[config.mk]
export PLATFORM = sky130hd
export DESIGN_NAME = data_mem_ctrl_flat
export DESIGN_NICKNAME = d
export VERILOG_FILES = /design/src/rtl/data_mem_ctrl_if.sv /design/src/rtl/data_mem_ctrl.sv /design/src/flat_wrapper.sv
export SDC_FILE = /design/constraint.sdc
export NUM_CORES = 1
export LEC_CHECK = 0
export ABC_AREA = 1
export BUFFER_PORTS_ARGS = -buffer_cell sky130_fd_sc_hd__buf_4
export CAP_MARGIN = 20
export CORE_UTILIZATION = 30
export DETAILED_ROUTE_END_ITERATION = 10
export PLACE_DENSITY_LB_ADDON = 0.25
export SLEW_MARGIN = 5
export SYNTH_ARGS = -nofsm -noshare
export SYNTH_HDL_FRONTEND = slang
export SYNTH_SLANG_ARGS = --single-unit
[constraint.sdc]
create_clock -name clk -period 2.5 [get_ports clk]
set_input_delay 0.375 -clock clk [delete_from_list [all_inputs] [get_ports clk]]
set_output_delay 0.375 -clock clk [all_outputs]
set_load 0.02 [all_outputs]
[src/rtl/data_mem_ctrl_if.sv]
// Data-memory bus between the MEM-stage controller (master) and the memory responder (slave).
interface data_mem_ctrl_if;
    logic        bus_req_o;
    logic        bus_we_o;
    logic [31:0] bus_addr_o;
    logic [31:0] bus_wdata_o;
    logic [3:0]  bus_be_o;
    logic        bus_ack;
    logic [31:0] bus_rdata;

    modport master (
        output bus_req_o, bus_we_o, bus_addr_o, bus_wdata_o, bus_be_o,
        input  bus_ack, bus_rdata
    );

    modport slave (
        input  bus_req_o, bus_we_o, bus_addr_o, bus_wdata_o, bus_be_o,
        output bus_ack, bus_rdata
    );
endinterface

[src/rtl/data_mem_ctrl.sv]
// MEM-stage load/store controller: lane alignment, sign extension, bus handshake with timeout.
module data_mem_ctrl #(
    parameter int unsigned TIMEOUT = 255
) (
    input  logic              clk,
    input  logic              rst,
    input  logic              mem_read,
    input  logic              mem_write,
    input  logic [2:0]        funct3,
    input  logic [31:0]       addr,
    input  logic [31:0]       wdata,
    output logic [31:0]       rdata_o,
    output logic              stall_o,
    output logic              err_o,
    data_mem_ctrl_if.master   bus
);
    localparam int unsigned CNT_W = 8;
    localparam logic [CNT_W-1:0] TIMEOUT_CNT = CNT_W'(TIMEOUT);

    typedef enum logic [1:0] {IDLE, REQ, DONE} state_t;

    state_t           state;
    logic [CNT_W-1:0] cnt;
    logic [2:0]       f3_q;
    logic [1:0]       off_q;

    logic             access_c;
    logic             illegal_c;
    logic             misaligned_c;
    logic [3:0]       be_c;
    logic [31:0]      wdata_c;
    logic [31:0]      shifted_c;
    logic [31:0]      load_c;
    logic [CNT_W-1:0] cnt_inc_c;

    // Request decode and store-lane formatting
    always_comb begin
        access_c     = mem_read | mem_write;
        illegal_c    = 1'b0;
        misaligned_c = 1'b0;
        be_c         = 4'b0000;
        wdata_c      = 32'h0;
        if (mem_write)
            illegal_c = funct3[2] | (funct3[1:0] == 2'b11);
        else
            illegal_c = (funct3 == 3'b011) | (funct3[2:1] == 2'b11);
        if (funct3[1:0] == 2'b01)
            misaligned_c = addr[0];
        else if (funct3[1:0] == 2'b10)
            misaligned_c = (addr[1:0] != 2'b00);
        case (funct3[1:0])
            2'b00: begin
                be_c    = 4'b0001 << addr[1:0];
                wdata_c = {4{wdata[7:0]}};
            end
            2'b01: begin
                be_c    = addr[1] ? 4'b1100 : 4'b0011;
                wdata_c = {2{wdata[15:0]}};
            end
            default: begin
                be_c    = 4'b1111;
                wdata_c = wdata;
            end
        endcase
    end

    // Load lane extraction from the returned word
    always_comb begin
        shifted_c = bus.bus_rdata >> {off_q, 3'b000};
        case (f3_q)
            3'b000:  load_c = {{24{shifted_c[7]}}, shifted_c[7:0]};
            3'b001:  load_c = {{16{shifted_c[15]}}, shifted_c[15:0]};
            3'b100:  load_c = {24'h0, shifted_c[7:0]};
            3'b101:  load_c = {16'h0, shifted_c[15:0]};
            default: load_c = shifted_c;
        endcase
    end

    assign cnt_inc_c = cnt + CNT_W'(1);
    // Hold is combinational so the requesting instruction freezes in its first MEM cycle
    assign stall_o   = (state == REQ) || ((state == IDLE) && access_c);

    always_ff @(posedge clk) begin
        if (rst) begin
            state           <= IDLE;
            cnt             <= '0;
            f3_q            <= 3'b000;
            off_q           <= 2'b00;
            rdata_o         <= 32'h0;
            err_o           <= 1'b0;
            bus.bus_req_o   <= 1'b0;
            bus.bus_we_o    <= 1'b0;
            bus.bus_addr_o  <= 32'h0;
            bus.bus_wdata_o <= 32'h0;
            bus.bus_be_o    <= 4'b0000;
        end else begin
            case (state)
                IDLE: begin
                    if (access_c) begin
                        if (illegal_c || misaligned_c) begin
                            state   <= DONE;
                            err_o   <= 1'b1;
                            rdata_o <= 32'h0;
                        end else begin
                            state           <= REQ;
                            cnt             <= '0;
                            f3_q            <= funct3;
                            off_q           <= addr[1:0];
                            bus.bus_req_o   <= 1'b1;
                            bus.bus_we_o    <= mem_write;
                            bus.bus_addr_o  <= {addr[31:2], 2'b00};
                            bus.bus_be_o    <= mem_write ? be_c : 4'b0000;
                            bus.bus_wdata_o <= mem_write ? wdata_c : 32'h0;
                        end
                    end
                end
                REQ: begin
                    if (bus.bus_ack) begin
                        state         <= DONE;
                        bus.bus_req_o <= 1'b0;
                        if (!bus.bus_we_o)
                            rdata_o <= load_c;
                    end else begin
                        cnt <= cnt_inc_c;
                        if (cnt_inc_c == TIMEOUT_CNT) begin
                            state         <= DONE;
                            bus.bus_req_o <= 1'b0;
                            err_o         <= 1'b1;
                            rdata_o       <= 32'h0;
                        end
                    end
                end
                DONE: begin
                    state <= IDLE;
                    err_o <= 1'b0;
                end
                default: state <= IDLE;
            endcase
        end
    end
endmodule
[src/flat_wrapper.sv]
// flat-port wrapper written by rule: the top's interface ports become plain ports
module data_mem_ctrl_flat 
#(
    parameter int unsigned TIMEOUT = 255
)
  (clk, rst, mem_read, mem_write, funct3, addr, wdata, rdata_o, stall_o, err_o, bus_bus_req_o, bus_bus_we_o, bus_bus_addr_o, bus_bus_wdata_o, bus_bus_be_o, bus_bus_ack, bus_bus_rdata);
  data_mem_ctrl_if bus_i ();
  input  logic clk;
  input  logic rst;
  input  logic mem_read;
  input  logic mem_write;
  input  logic [2:0] funct3;
  input  logic [31:0] addr;
  input  logic [31:0] wdata;
  output logic [31:0] rdata_o;
  output logic stall_o;
  output logic err_o;
  output wire logic [$bits(bus_i.bus_req_o)-1:0] bus_bus_req_o;
  output wire logic [$bits(bus_i.bus_we_o)-1:0] bus_bus_we_o;
  output wire logic [$bits(bus_i.bus_addr_o)-1:0] bus_bus_addr_o;
  output wire logic [$bits(bus_i.bus_wdata_o)-1:0] bus_bus_wdata_o;
  output wire logic [$bits(bus_i.bus_be_o)-1:0] bus_bus_be_o;
  input wire logic [$bits(bus_i.bus_ack)-1:0] bus_bus_ack;
  input wire logic [$bits(bus_i.bus_rdata)-1:0] bus_bus_rdata;
  assign bus_bus_req_o = bus_i.bus_req_o;
  assign bus_bus_we_o = bus_i.bus_we_o;
  assign bus_bus_addr_o = bus_i.bus_addr_o;
  assign bus_bus_wdata_o = bus_i.bus_wdata_o;
  assign bus_bus_be_o = bus_i.bus_be_o;
  assign bus_i.bus_ack = bus_bus_ack;
  assign bus_i.bus_rdata = bus_bus_rdata;
  data_mem_ctrl #(.TIMEOUT(TIMEOUT)) u_core (.clk(clk), .rst(rst), .mem_read(mem_read), .mem_write(mem_write), .funct3(funct3), .addr(addr), .wdata(wdata), .rdata_o(rdata_o), .stall_o(stall_o), .err_o(err_o), .bus(bus_i));
endmodule
== After elaboration in Yosys (flattened, before gate mapping) ==
Cells that the tools add are included.

* ROM bits: 0
* Latch bits: 0
* Bits in writable memories: 0
* Word-level logic and storage cells: 85
* Bits in registers: 116
* Memories: 0
* Bits of input ports: 104

* Mux-type cells: 34
* Reduce and logical (&&, ||, !) cells: 15
* Order comparisons: 0
* Bitwise operators: 4
* Multiply operators: 0
* Add/sub/neg operators: 1
* Eq/ne operators: 18
* Div/mod/pow operators: 0
* Shift-type cells: 2

{| class="wikitable"
|+ Operator list
! cell !! count
|-
| $mux W32 || 6
|-
| $pmux W32 S2 || 2
|-
| $pmux W32 S4 || 1
|-
| $shr A32 B5 Y32 || 1
|-
| $mux W8 || 3
|-
| $pmux W8 S2 || 1
|-
| $mux W1 || 11
|-
| $reduce_and A5 Y1 || 2
|-
| $add A8 B1 Y8 const B || 1
|-
| $eq A2 B2 Y1 const B || 4
|-
| $eq A8 B8 Y1 const B || 1
|-
| $mux W2 || 4
|-
| $mux W4 || 2
|-
| $ne A2 B2 Y1 const B || 4
|-
| $pmux W4 S2 || 1
|-
| $reduce_and A4 Y1 || 2
|-
| $eq A3 B3 Y1 const B || 2
|-
| $ne A3 B3 Y1 const B || 2
|-
| $eq A2 B1 Y1 const B || 2
|-
| $logic_not A2 Y1 || 2
|-
| $pmux W2 S2 || 1
|-
| $reduce_bool A2 Y1 || 2
|-
| $shl A1 B2 Y4 const A || 1
|-
| $eq A3 B1 Y1 const B || 1
|-
| other kinds (12) || 15
|}

== Longest topological paths before layout ==
Gate-level depths: netlist (run 1).

* Word-level depth: 7
* Depth in mapped cells: 14
* Depth with buffers taken out: 13

== Worst setup path before layout (run 1) ==
No wires, ideal clock.

* Path kind: register to register
* Start point: register u_core.state[0]
* End point: register u_core.bus.bus_addr_o[21]
* Stages on the path, launching flop included: 9
* Library setup time: 132 ps
* Arrival: 1559 ps
* Slack: 809 ps
* Path through: dfxtp_1 inv_2 a21oi_2 a21boi_4 nand2_1 buf_2 buf_6 nand2_1 a21oi_1

* Cells in the longest elaborated chain, start to end: 2

{| class="wikitable"
|+ Ends and longest elaborated chain
! item !! line !! RTL
|-
| start, declared || data_mem_ctrl.sv:22 || <nowiki>state_t state;</nowiki>
|-
| start signal, assigned || data_mem_ctrl.sv:85 || <nowiki>state <= IDLE;</nowiki>
|-
| start signal, assigned || data_mem_ctrl.sv:101 || <nowiki>state <= DONE;</nowiki>
|-
| start signal, assigned || data_mem_ctrl.sv:105 || <nowiki>state <= REQ;</nowiki>
|-
| $logic_not A2 Y1 || data_mem_ctrl.sv:97 || <nowiki>case (state)</nowiki>
|-
| $reduce_and A3 Y1 (no line) || n/a ||
|-
| end signal, assigned || data_mem_ctrl.sv:111 || <nowiki>bus.bus_addr_o <= {addr[31:2], 2'b00};</nowiki>
|-
| end, declared || data_mem_ctrl_if.sv:12 || <nowiki>output bus_req_o, bus_we_o, bus_addr_o, bus_wdata_o, bus_be_o,</nowiki>
|}

Every way passes these cells.
A chain may end at the register's enable or synchronous reset.

== Worst setup path in the final report (run 1) ==
* Start point: register u_core.cnt[0]
* End point: register u_core.rdata_o[29]

* Cells in the longest elaborated chain, start to end: 4

{| class="wikitable"
|+ Ends and longest elaborated chain
! item !! line !! RTL
|-
| start, declared || data_mem_ctrl.sv:23 || <nowiki>logic [CNT_W-1:0] cnt;</nowiki>
|-
| start signal, assigned || data_mem_ctrl.sv:124 || <nowiki>cnt <= cnt_inc_c;</nowiki>
|-
| $add A8 B1 Y8 || data_mem_ctrl.sv:79 || <nowiki>assign cnt_inc_c = cnt + CNT_W'(1);</nowiki>
|-
| $eq A8 B8 Y1 || data_mem_ctrl.sv:125 || <nowiki>if (cnt_inc_c == TIMEOUT_CNT) begin</nowiki>
|-
| $ne A3 B3 Y1 (no line) || n/a ||
|-
| $reduce_and A5 Y1 (no line) || n/a ||
|-
| end signal, assigned || data_mem_ctrl.sv:122 || <nowiki>rdata_o <= load_c;</nowiki>
|-
| end, declared || data_mem_ctrl.sv:12 || <nowiki>output logic [31:0] rdata_o,</nowiki>
|}

Every way passes these cells.

==> results.yml, run 1 <==
sta:
  skew_ns: 0.00784
  tns_ns: 0
  final-hold-violation-count: 0
  setup_violations: 0
  grt_setup_unrepaired: "no"
  slew_violations: 0
  fin_crit_sh: 0.874
  fmax_ghz: 0.458
  post-route-min-period_ns: 2.18
die:
  dieArea_um2: 19500
  io-pin-count: 208
  rows: 50
  dieHeight_um: 140
  coreArea_um2: 18600
  die_w_um: 140
  start_util: 0.306
cts:
  clk_latency_ns: 0.41
  hold_buffers: 0
  cts_max_path_buffers: 2
  numCtsBuffers: 17
  ctsResizeCount: 0
  cts_htree_levels: 4
  tritoncts: "built"
  path_clk_slew_ns: 0.06
  clock-sinks: 116
  cts_setup_buffers: 0
  cts-root-buf: "clkbuf_16"
finish:
  post_route_cells_drive_above_1_share: 0.281
  final_cell_area_um2: 7930
  fillers: 2013
  multi_input_area_um2: 2930
  ff_latch_area_um2: 2320
  final_common_cell: "buf_4"
  final_cell_mix: "220 x buf_4, 219 x nand2_1, 116 x nand3_1, 116 x dfxtp_1, 94 x nor2_1"
  antenna_cells: 0
  nets: 1115
  layout-area-overhead-vs-synth_pct: 39.1
placement:
  gp_congestion: 0.902
  io_buffers: 205
  placement.cell_area_um2: 7350
  dpl.hpwl_mm: 13.0
status:
  run_status: "finished clean"
grt:
  grt_remaining_overflow: 0
  busiest_layer: "met2"
  track_usage: 0.187
  use_met2: 0.298
  use_met1: 0.237
  grt_start_max_net_pins: 47
  grt_use_met3: 0.0626
  antenna_found_initial: 0
  first_global_vias: 5737
  grt_pass1_wl_mm: 29.1
drt:
  dr_total_vias: 6046
  detail_route.iter0.violations: 313
  antenna_left: 0
  viasPerCell: 4.81
  dr.pass1.iters: 5
  wl_per_cell_um: 14.6
  routed_wl_mm: 18.4
  drc: 0
setup_path:
  rr_startpoint: "u_core.cnt[0]$_SDFFE_PP0P_"
  crit_fanout: 32
  critPathLaunchType: "flop"
  critical_path.slowest_cell: "dfxtp_1"
  ff2ff_setup_slack_ns: 0.32
  crit_path_cell_trace: "ha_1 > nand2_1 > nor2_1 > nand2_1 > nand2_1 > nand2_1 > nor2_1 > nand2_1 > nand3_4 > nand2_4 > inv_4 > nor2_1 > nor2_1"
  critPathKind: "reg2reg"
  required_ns: 2.85
  crit_path_end_kind: "flop"
  cp_common_cell: "nand2_1"
  startpoint: "u_core.cnt[0]$_SDFFE_PP0P_"
  arrival_ns: 2.54
  cp_slowest_stage_delay_ns: 0.39
yosys:
  ys_seq_elements: 116
  async_reset_ff_frac: 0
  ys_warn_count: 0
  syn_area_um2: 5700
  synth_cell_types: 36
  synth_sequential_area_ratio: 0.408
  synth_edf_count: 0
  synthFlopType: "dfxtp_1"
  syn_avg_cell_area_um2: 6.87
  netlist_instances: 829
pwr:
  swShare: 0.342
  power.net_switching_uw: 2160
  seqPwrFrac: 0.345
  power.internal_uw: 4160
  power_uw: 6320
  combinationalPowerShare: 0.281
  p_per_area_nw_per_um2: 797
  power_leakage_uw: 0.00350
  vdd_ir_drop_max_mv: 0.607
  pwr-share-clk: 0.373
min_path:
  min_path_type: "in2reg"
  hp-start: "wdata[0]"
run:
  drv_cap: 0
cells in the mapped netlist, types with 3 or more instances:
cell type	number	share of area
inv_2	3	0.0020
buf_2	14	0.012
mux2i_1	7	0.012
inv_1	25	0.016
nand3_1	116	0.10
dfxtp_1	116	0.41
nor2_1	94	0.062
nand2_1	220	0.14
o211ai_1	22	0.029
nand4_1	3	0.0033
nor2_2	11	0.012
o21ai_0	33	0.029
clkbuf_1	32	0.021
buf_4	5	0.0066
a21oi_1	86	0.076
or2_2	6	0.0066
nand3_2	3	0.0053
buf_6	9	0.018
critical path: cells and delay by family (launching register included):
kind                       cells  cell delay (ns)
and+or+nand+nor               11             1.13
buffers and inverters          1             0.32
DFF                            1             0.39
adders and majority gates      1             0.25
registers in the layout (all words and copies together) (netlist names):
signal                  cells
u_core.bus.bus_addr_o      30
u_core.bus.bus_be_o         4
u_core.bus.bus_req_o        1
u_core.bus.bus_wdata_o     32
u_core.bus.bus_we_o         1
u_core.cnt                  8
u_core.err_o                1
u_core.f3_q                 3
u_core.off_q                2
u_core.rdata_o             32
u_core.state                2
worst paths after layout:
kind	end	depth (start not counted)
max	u_core.rdata_o[29]$_SDFFE_PP0P_	13
min	u_core.bus.bus_wdata_o[0]$_SDFFE_PP0P_	3
max reg2reg	u_core.rdata_o[29]$_SDFFE_PP0P_	13
min reg2reg	u_core.off_q[1]$_SDFFE_PP0P_	2
per-layer routing:
metal,part of all wire,vias to the layer above
met5,0,-
met4,0.011,0
met3,0.090,17
met2,0.45,206
met1,0.45,2732
li1,-,3091
per-stage QoR:
step           worst slack, ns  instances  utilization  hold slack (ns)
6_report                 0.316       1256        0.425            0.226
5_1_grt                 0.0238       1256        0.425            0.228
4_1_cts                  0.302       1256        0.425            0.207
3_5_place_dp             0.184       1224        0.394            0.453
3_3_place_gp             0.203       1224        0.394            0.449
2_1_floorplan            0.809        830            -            0.445
power groups by stage:
stage               registers, uW  clock network [uW]  logic (uW)
global route                 2210                2500        1950
detailed placement           2220                   0        1790
finish                       2180                2360        1780
CTS                          2180                2420        1790
global placement             2220                   0        1780
floorplan                    2410                   0         973
cell type report:
| cell class | count | share of cell area |
|---|---|---|
| multi-input combinational | 621 | 0.369 |
| sequential | 116 | 0.293 |
| timing repair buffer | 222 | 0.213 |
| clock buffer | 19 | 0.0571 |
| tap | 234 | 0.0369 |
| clock inverter | 13 | 0.0155 |
| inverter | 31 | 0.0150 |
kinds of logic after synthesis:
| logic type | Yosys count | synth area share |
|---|---|---|
| AND/OR/NAND/NOR | 461 | 0.350 |
| adder cells (fa/ha/maj) | 2 | 0.00439 |
| flip-flops | 116 | 0.408 |
| multiplexers | 7 | 0.0123 |
| AO/OA/AOI/OAI | 149 | 0.145 |
| other | 1 | 0.000658 |
| buffers and inverters | 93 | 0.0802 |
Note: power is estimated with default switching activity, not from simulation.
==> inputs of run 2 (changes only) <==
--- a/config.mk
+++ b/config.mk
@@ -8,7 +8,7 @@
 export ABC_AREA = 1
 export BUFFER_PORTS_ARGS = -buffer_cell sky130_fd_sc_hd__buf_4
 export CAP_MARGIN = 20
-export CORE_UTILIZATION = 30
+export CORE_UTILIZATION = 54
 export DETAILED_ROUTE_END_ITERATION = 10
 export PLACE_DENSITY_LB_ADDON = 0.25
 export SLEW_MARGIN = 5
==> run 2 against run 1 <==
- hold slack got worse by 0.18 ns
- sequential share of layout area increased by 0.56 points
- maximum frequency down 0.75%
- wire length is 9.0% lower
- non-clock buffer count shrank 1
==> results.yml, run 2 (synthesized netlist as in run 1, its figures left out) <==
setup_path:
  rr_startpoint: "u_core.state[0]$_SDFFE_PP0P_"
  required_ns: 2.88
  startpoint: "u_core.state[0]$_SDFFE_PP0P_"
  critPathKind: "reg2reg"
  ff2ff_setup_slack_ns: 0.30
  crit_path_end_kind: "flop"
  critPathLaunchType: "flop"
  arrival_ns: 2.58
  crit_fanout: 34
cts:
  ctsResizeCount: 0
  cts_htree_levels: 4
  clk_latency_ns: 0.51
  tritoncts: "built"
  clock-sinks: 116
  cts_max_path_buffers: 2
  path_clk_slew_ns: 0.06
  hold_buffers: 0
  cts-root-buf: "clkbuf_8"
  cts_setup_buffers: 0
  numCtsBuffers: 17
sta:
  setup_violations: 0
  skew_ns: 0.00890
  post-route-min-period_ns: 2.20
  fmax_ghz: 0.454
  tns_ns: 0
  hold-worst-slack_ns: 0.0499
  maxSlewHeadroom: 0.529
  worst_slew_pin_slew_ns: 0.707
  slew_violations: 0
  grt_setup_unrepaired: "no"
  final-hold-violation-count: 0
  fin_crit_sh: 0.880
status:
  run_status: "finished clean"
min_path:
  min_path_type: "in2reg"
  hp-start: "rst"
pwr:
  vdd_ir_drop_max_mv: 0.541
  power.net_switching_uw: 2110
  swShare: 0.337
  seqPwrFrac: 0.352
  p_per_area_nw_per_um2: 804
  power_uw: 6260
  power.internal_uw: 4150
  pwr-share-clk: 0.372
  combinationalPowerShare: 0.276
  power_leakage_uw: 0.00349
die:
  dieArea_um2: 11000
  coreArea_um2: 10300
  start_util: 0.554
  io-pin-count: 208
  rows: 37
  die_w_um: 105
  dieHeight_um: 105
finish:
  fin_util: 0.757
  layout-area-overhead-vs-synth_pct: 36.5
  final_common_cell: "buf_4"
  nets: 1114
  post_route_cells_drive_above_1_share: 0.280
  reg.largest.list: "u_core.bus.bus_wdata_o x32, u_core.rdata_o x32, u_core.bus.bus_addr_o x30"
  final_cell_mix: "220 x buf_4, 219 x nand2_1, 116 x nand3_1, 116 x dfxtp_1, 94 x nor2_1"
  fillers: 828
  antenna_cells: 0
drt:
  dr.pass1.iters: 5
  dr_total_vias: 6260
  routed_wl_mm: 16.7
  viasPerCell: 5.41
  antenna_left: 0
  wl_per_cell_um: 14.4
  drc: 0
  detail_route.iter0.violations: 342
placement:
  gp_congestion: 0.982
  dpl.hpwl_mm: 11.5
  io_buffers: 205
run:
  drv_cap: 0
grt:
  grt_pass1_wl_mm: 27.3
  first_global_vias: 5888
  grt_start_max_net_pins: 71
  grt_remaining_overflow: 0
  track_usage: 0.307
  antenna_found_initial: 0
-- run 2: changes by cell type in the layout (fill, tap and decap cells not counted), sizes merged --
cell and delta:
clkbuf -2, buf -1, bufinv +1, clkinvlp +1
-- run 2: critical path, stage by stage, from the launching register on --
cell and delay (ns):
dfxtp_1 0.38, inv_2 0.11, a21oi_2 0.25, a21boi_4 0.24, buf_4 0.34, nand2_1 0.37
o21ai_0 0.31, a21oi_1 0.07
-- run 2: power groups by stage --
stage,clock [uW],sequential [uW],combinational (uW)
after CTS,2350,2200,1730
final,2330,2200,1730
after detailed placement,0,2230,1710
after global routing,2450,2230,1900
after floorplan,0,2410,973
after global placement,0,2230,1690
-- run 2: cell type report --
cell class | count | area [um^2] | area share
flip-flops and latches | 116 | 2320 | 0.299
multi-input cells | 621 | 2930 | 0.376
clock buffers | 17 | 414 | 0.0532
inverters | 31 | 119 | 0.0153
well taps | 136 | 170 | 0.0219
repair buffers | 221 | 1670 | 0.215
clock inverters | 15 | 156 | 0.0201
-- run 2: per-layer routing --
metal / wire length [um] / up-vias / part of all wire / track usage
li1: - / 3092 / - / -
met1: 6720 / 2875 / 0.40 / 0.358
met2: 8110 / 257 / 0.49 / 0.519
met3: 1420 / 36 / 0.085 / 0.0898
met4: 463 / 0 / 0.028 / 0.143
met5: 0 / - / 0 / 0
-- run 2: stage by stage --
stage	cells	setup WS (ns)	instance area, um^2
after floorplan	830	0.809	5700
after global placement	1125	0.306	7210
after detailed placement	1125	0.274	7210
after CTS	1157	0.355	7780
after global routing	1157	0.114	7780
final	1157	0.300	7780
-- run 2: final timing paths --
kind,endpoint,cells after the start
hold / removal,u_core.cnt[1]$_SDFFE_PP0P_,2
setup / recovery,u_core.cnt[3]$_SDFFE_PP0P_,7
hold reg to reg,u_core.bus.bus_addr_o[16]$_SDFFE_PP0P_,2
setup reg to reg,u_core.cnt[3]$_SDFFE_PP0P_,7
==> inputs of run 3 (changes only) <==
--- a/config.mk
+++ b/config.mk
@@ -5,10 +5,9 @@
 export SDC_FILE = /design/constraint.sdc
 export NUM_CORES = 1
 export LEC_CHECK = 0
-export ABC_AREA = 1
 export BUFFER_PORTS_ARGS = -buffer_cell sky130_fd_sc_hd__buf_4
 export CAP_MARGIN = 20
-export CORE_UTILIZATION = 54
+export CORE_UTILIZATION = 53
 export DETAILED_ROUTE_END_ITERATION = 10
 export PLACE_DENSITY_LB_ADDON = 0.25
 export SLEW_MARGIN = 5
==> run 3 against run 2 <==
- wire length is 6.5% lower
- clock skew shrank 0.0028 ns
- area after synthesis down 5.9%
- design area fell by 3.6%
- register-to-register slack improved by 0.09 ns
- power down 15%
- sequential share of layout area is 1.1 points higher
- global-route usage fell by 0.85 points
- die area fell by 4.1%
- critical path type unchanged
- largest cell class unchanged
- largest power group unchanged
==> results.yml, run 3 <==
yosys:
  netlist_instances: 636
  synth_area_leaders: "dfxtp_1 43%, a21oi_1 7.5%, nand2_1 6.9%, mux2i_1 4.7%, a22oi_1 4.6%"
  ys_warn_count: 0
  syn_area_um2: 5360
  synth_cell_types: 58
  synth_common_cells: "116 x dfxtp_1, 99 x nand2_1, 80 x a21oi_1"
  synth_top_area_frac: 0.433
  yosysMostFrequentCell: "dfxtp_1"
  syn_avg_cell_area_um2: 8.43
  synth_edf_count: 0
  synth_sequential_area_ratio: 0.433
  async_reset_ff_frac: 0
  yosys.area.top_type: "dfxtp_1"
  ys_seq_elements: 116
  synthFlopType: "dfxtp_1"
drt:
  routed_wl_mm: 15.6
  drc: 0
  antenna_left: 0
  dr_total_vias: 5458
  wl_met2_mm: 7.64
  viasPerCell: 5.64
  wl_met3_mm: 1.45
  top_layer_used: "met4"
  dr.pass1.iters: 5
  detail_route.iter0.violations: 253
  wl_met1_mm: 6.22
  wl_per_cell_um: 16.1
pwr:
  p_per_area_nw_per_um2: 709
  pwr-share-clk: 0.434
  vdd_ir_drop_max_mv: 0.439
  combinationalPowerShare: 0.183
  power.internal_uw: 3860
  power_uw: 5310
  power.net_switching_uw: 1450
  power_leakage_uw: 0.00321
  seqPwrFrac: 0.383
  swShare: 0.274
grt:
  grt_start_max_net_pins: 73
  grt_pass1_wl_mm: 24.3
  grt_remaining_overflow: 0
  antenna_found_initial: 0
  first_global_vias: 5107
  track_usage: 0.299
sta:
  setup_violations: 0
  slew_violations: 0
  tns_ns: 0
  skew_ns: 0.00612
  worst_slew_pin_slew_ns: 0.662
  finalWorstSetupSlack_ns: 0.392
  fin_crit_sh: 0.843
  final-hold-violation-count: 0
  fmax_ghz: 0.474
  post-route-min-period_ns: 2.11
  grt_setup_unrepaired: "no"
  maxSlewHeadroom: 0.558
setup_path:
  required_ns: 2.96
  arrival_ns: 2.57
  crit_path_end_kind: "flop"
  critical_path.slowest_cell: "nor3_4"
  critPathKind: "reg2reg"
  cp_top_family: "simple AND/OR/NAND/NOR gates"
  crit_path_cell_trace: "ha_1 > nand4_1 > xnor2_1 > o2bb2ai_2 > o2111a_1 > nor3_4 > a22o_1"
  cp_slowest_stage_delay_ns: 0.48
  crit_fanout: 15
  critPathBufInv: 0
  ff2ff_setup_slack_ns: 0.39
  critPathLaunchType: "flop"
placement:
  dp_slack_ns: 0.285
  placement.cell_area_um2: 6930
  gp_congestion: 0.882
  io_buffers: 205
  dpl.hpwl_mm: 11.0
finish:
  antenna_cells: 0
  final_cell_mix: "218 x buf_4, 116 x dfxtp_1, 99 x nand2_1"
  reg.largest.list: "u_core.bus.bus_wdata_o x32, u_core.rdata_o x32, u_core.bus.bus_addr_o x30"
  fillers: 663
  final_cell_area_um2: 7500
  fin_util: 0.767
  final_common_cell: "buf_4"
  layout-area-overhead-vs-synth_pct: 39.9
  nets: 929
  post_route_cells_drive_above_1_share: 0.336
die:
  die_w_um: 103
  coreArea_um2: 9770
  rows: 36
  dieHeight_um: 103
  start_util: 0.548
  io-pin-count: 208
  dieArea_um2: 10500
run:
  drv_cap: 0
cts:
  cts_htree_levels: 4
  path_clk_slew_ns: 0.06
  hold_buffers: 0
  clk_latency_ns: 0.52
  cts_setup_buffers: 0
  tritoncts: "built"
  cts_max_path_buffers: 2
  ctsResizeCount: 0
  clock-sinks: 116
  cts-root-buf: "clkbuf_8"
  numCtsBuffers: 17
min_path:
  min_path_type: "in2reg"
status:
  run_status: "finished clean"
## run 3: changes by cell type after synthesis, sizes merged, moves of 8 or more
cell	change
nor2	-40
clkbuf	-8
nor3	+20
mux2	+17
o31ai	+9
inv	-25
mux2i	+18
nor2b	+10
a22o	+8
nand3	-117
nand2	-122
a22oi	+33
o211ai	-21
## run 3: cell type report
cell class	count	area, um^2	share of cell area
repair buffers	219	1660	0.221
clock buffers	20	455	0.0607
inverters	4	15.0	0.00200
well taps	133	166	0.0222
flip-flops and latches	116	2320	0.310
multi-input cells	465	2770	0.370
clock inverters	10	108	0.0144
## run 3: cells by family after synthesis
logic type | synth area share
buf+inv | 0.0500
mux | 0.0824
flops | 0.433
compound gates | 0.239
simple gates | 0.185
fa+ha+maj | 0.00467
xor+xnor | 0.00490
other cells | 0.000700
## run 3: path summary, 6_finish.rpt
path / cells past startpoint / start / to
worst max register to register: 7 / u_core.cnt[0]$_SDFFE_PP0P_ / u_core.rdata_o[13]$_SDFFE_PP0P_
worst min register to register: 2 / u_core.bus.bus_addr_o[10]$_SDFFE_PP0P_ / u_core.bus.bus_addr_o[10]$_SDFFE_PP0P_
worst max-delay path: 7 / u_core.cnt[0]$_SDFFE_PP0P_ / u_core.rdata_o[13]$_SDFFE_PP0P_
worst min-delay path: 3 / addr[21] / u_core.bus.bus_addr_o[21]$_SDFFE_PP0P_
## run 3: power by group through the flow
| stage | logic [uW] | registers (uW) | clock network (uW) |
|---|---|---|---|
| after floorplan | 461 | 2170 | 0 |
| after global placement | 936 | 2070 | 0 |
| after detailed placement | 960 | 2070 | 0 |
| after CTS | 968 | 2040 | 2330 |
| after global routing | 1050 | 2050 | 2410 |
| final | 970 | 2040 | 2310 |
## run 3: through the flow
step / std cells / hold slack (ns)
CTS: 967 / 0.0817
floorplan: 637 / 0.450
global placement: 937 / 0.443
finish: 967 / 0.103
detailed placement: 937 / 0.449
global route: 967 / 0.0864
## run 3: worst register-to-register path, stage by stage (launching register included)
cell and delay [ns]:
dfxtp_1 0.40, ha_1 0.27, nand4_1 0.14, xnor2_1 0.16
o2bb2ai_2 0.16, o2111a_1 0.20, nor3_4 0.48, a22o_1 0.25
## run 3: layer usage
layer,track usage,vias to the layer above
li1,-,2623
met1,0.353,2578
met2,0.496,231
met3,0.102,26
met4,0.124,0
met5,0,-
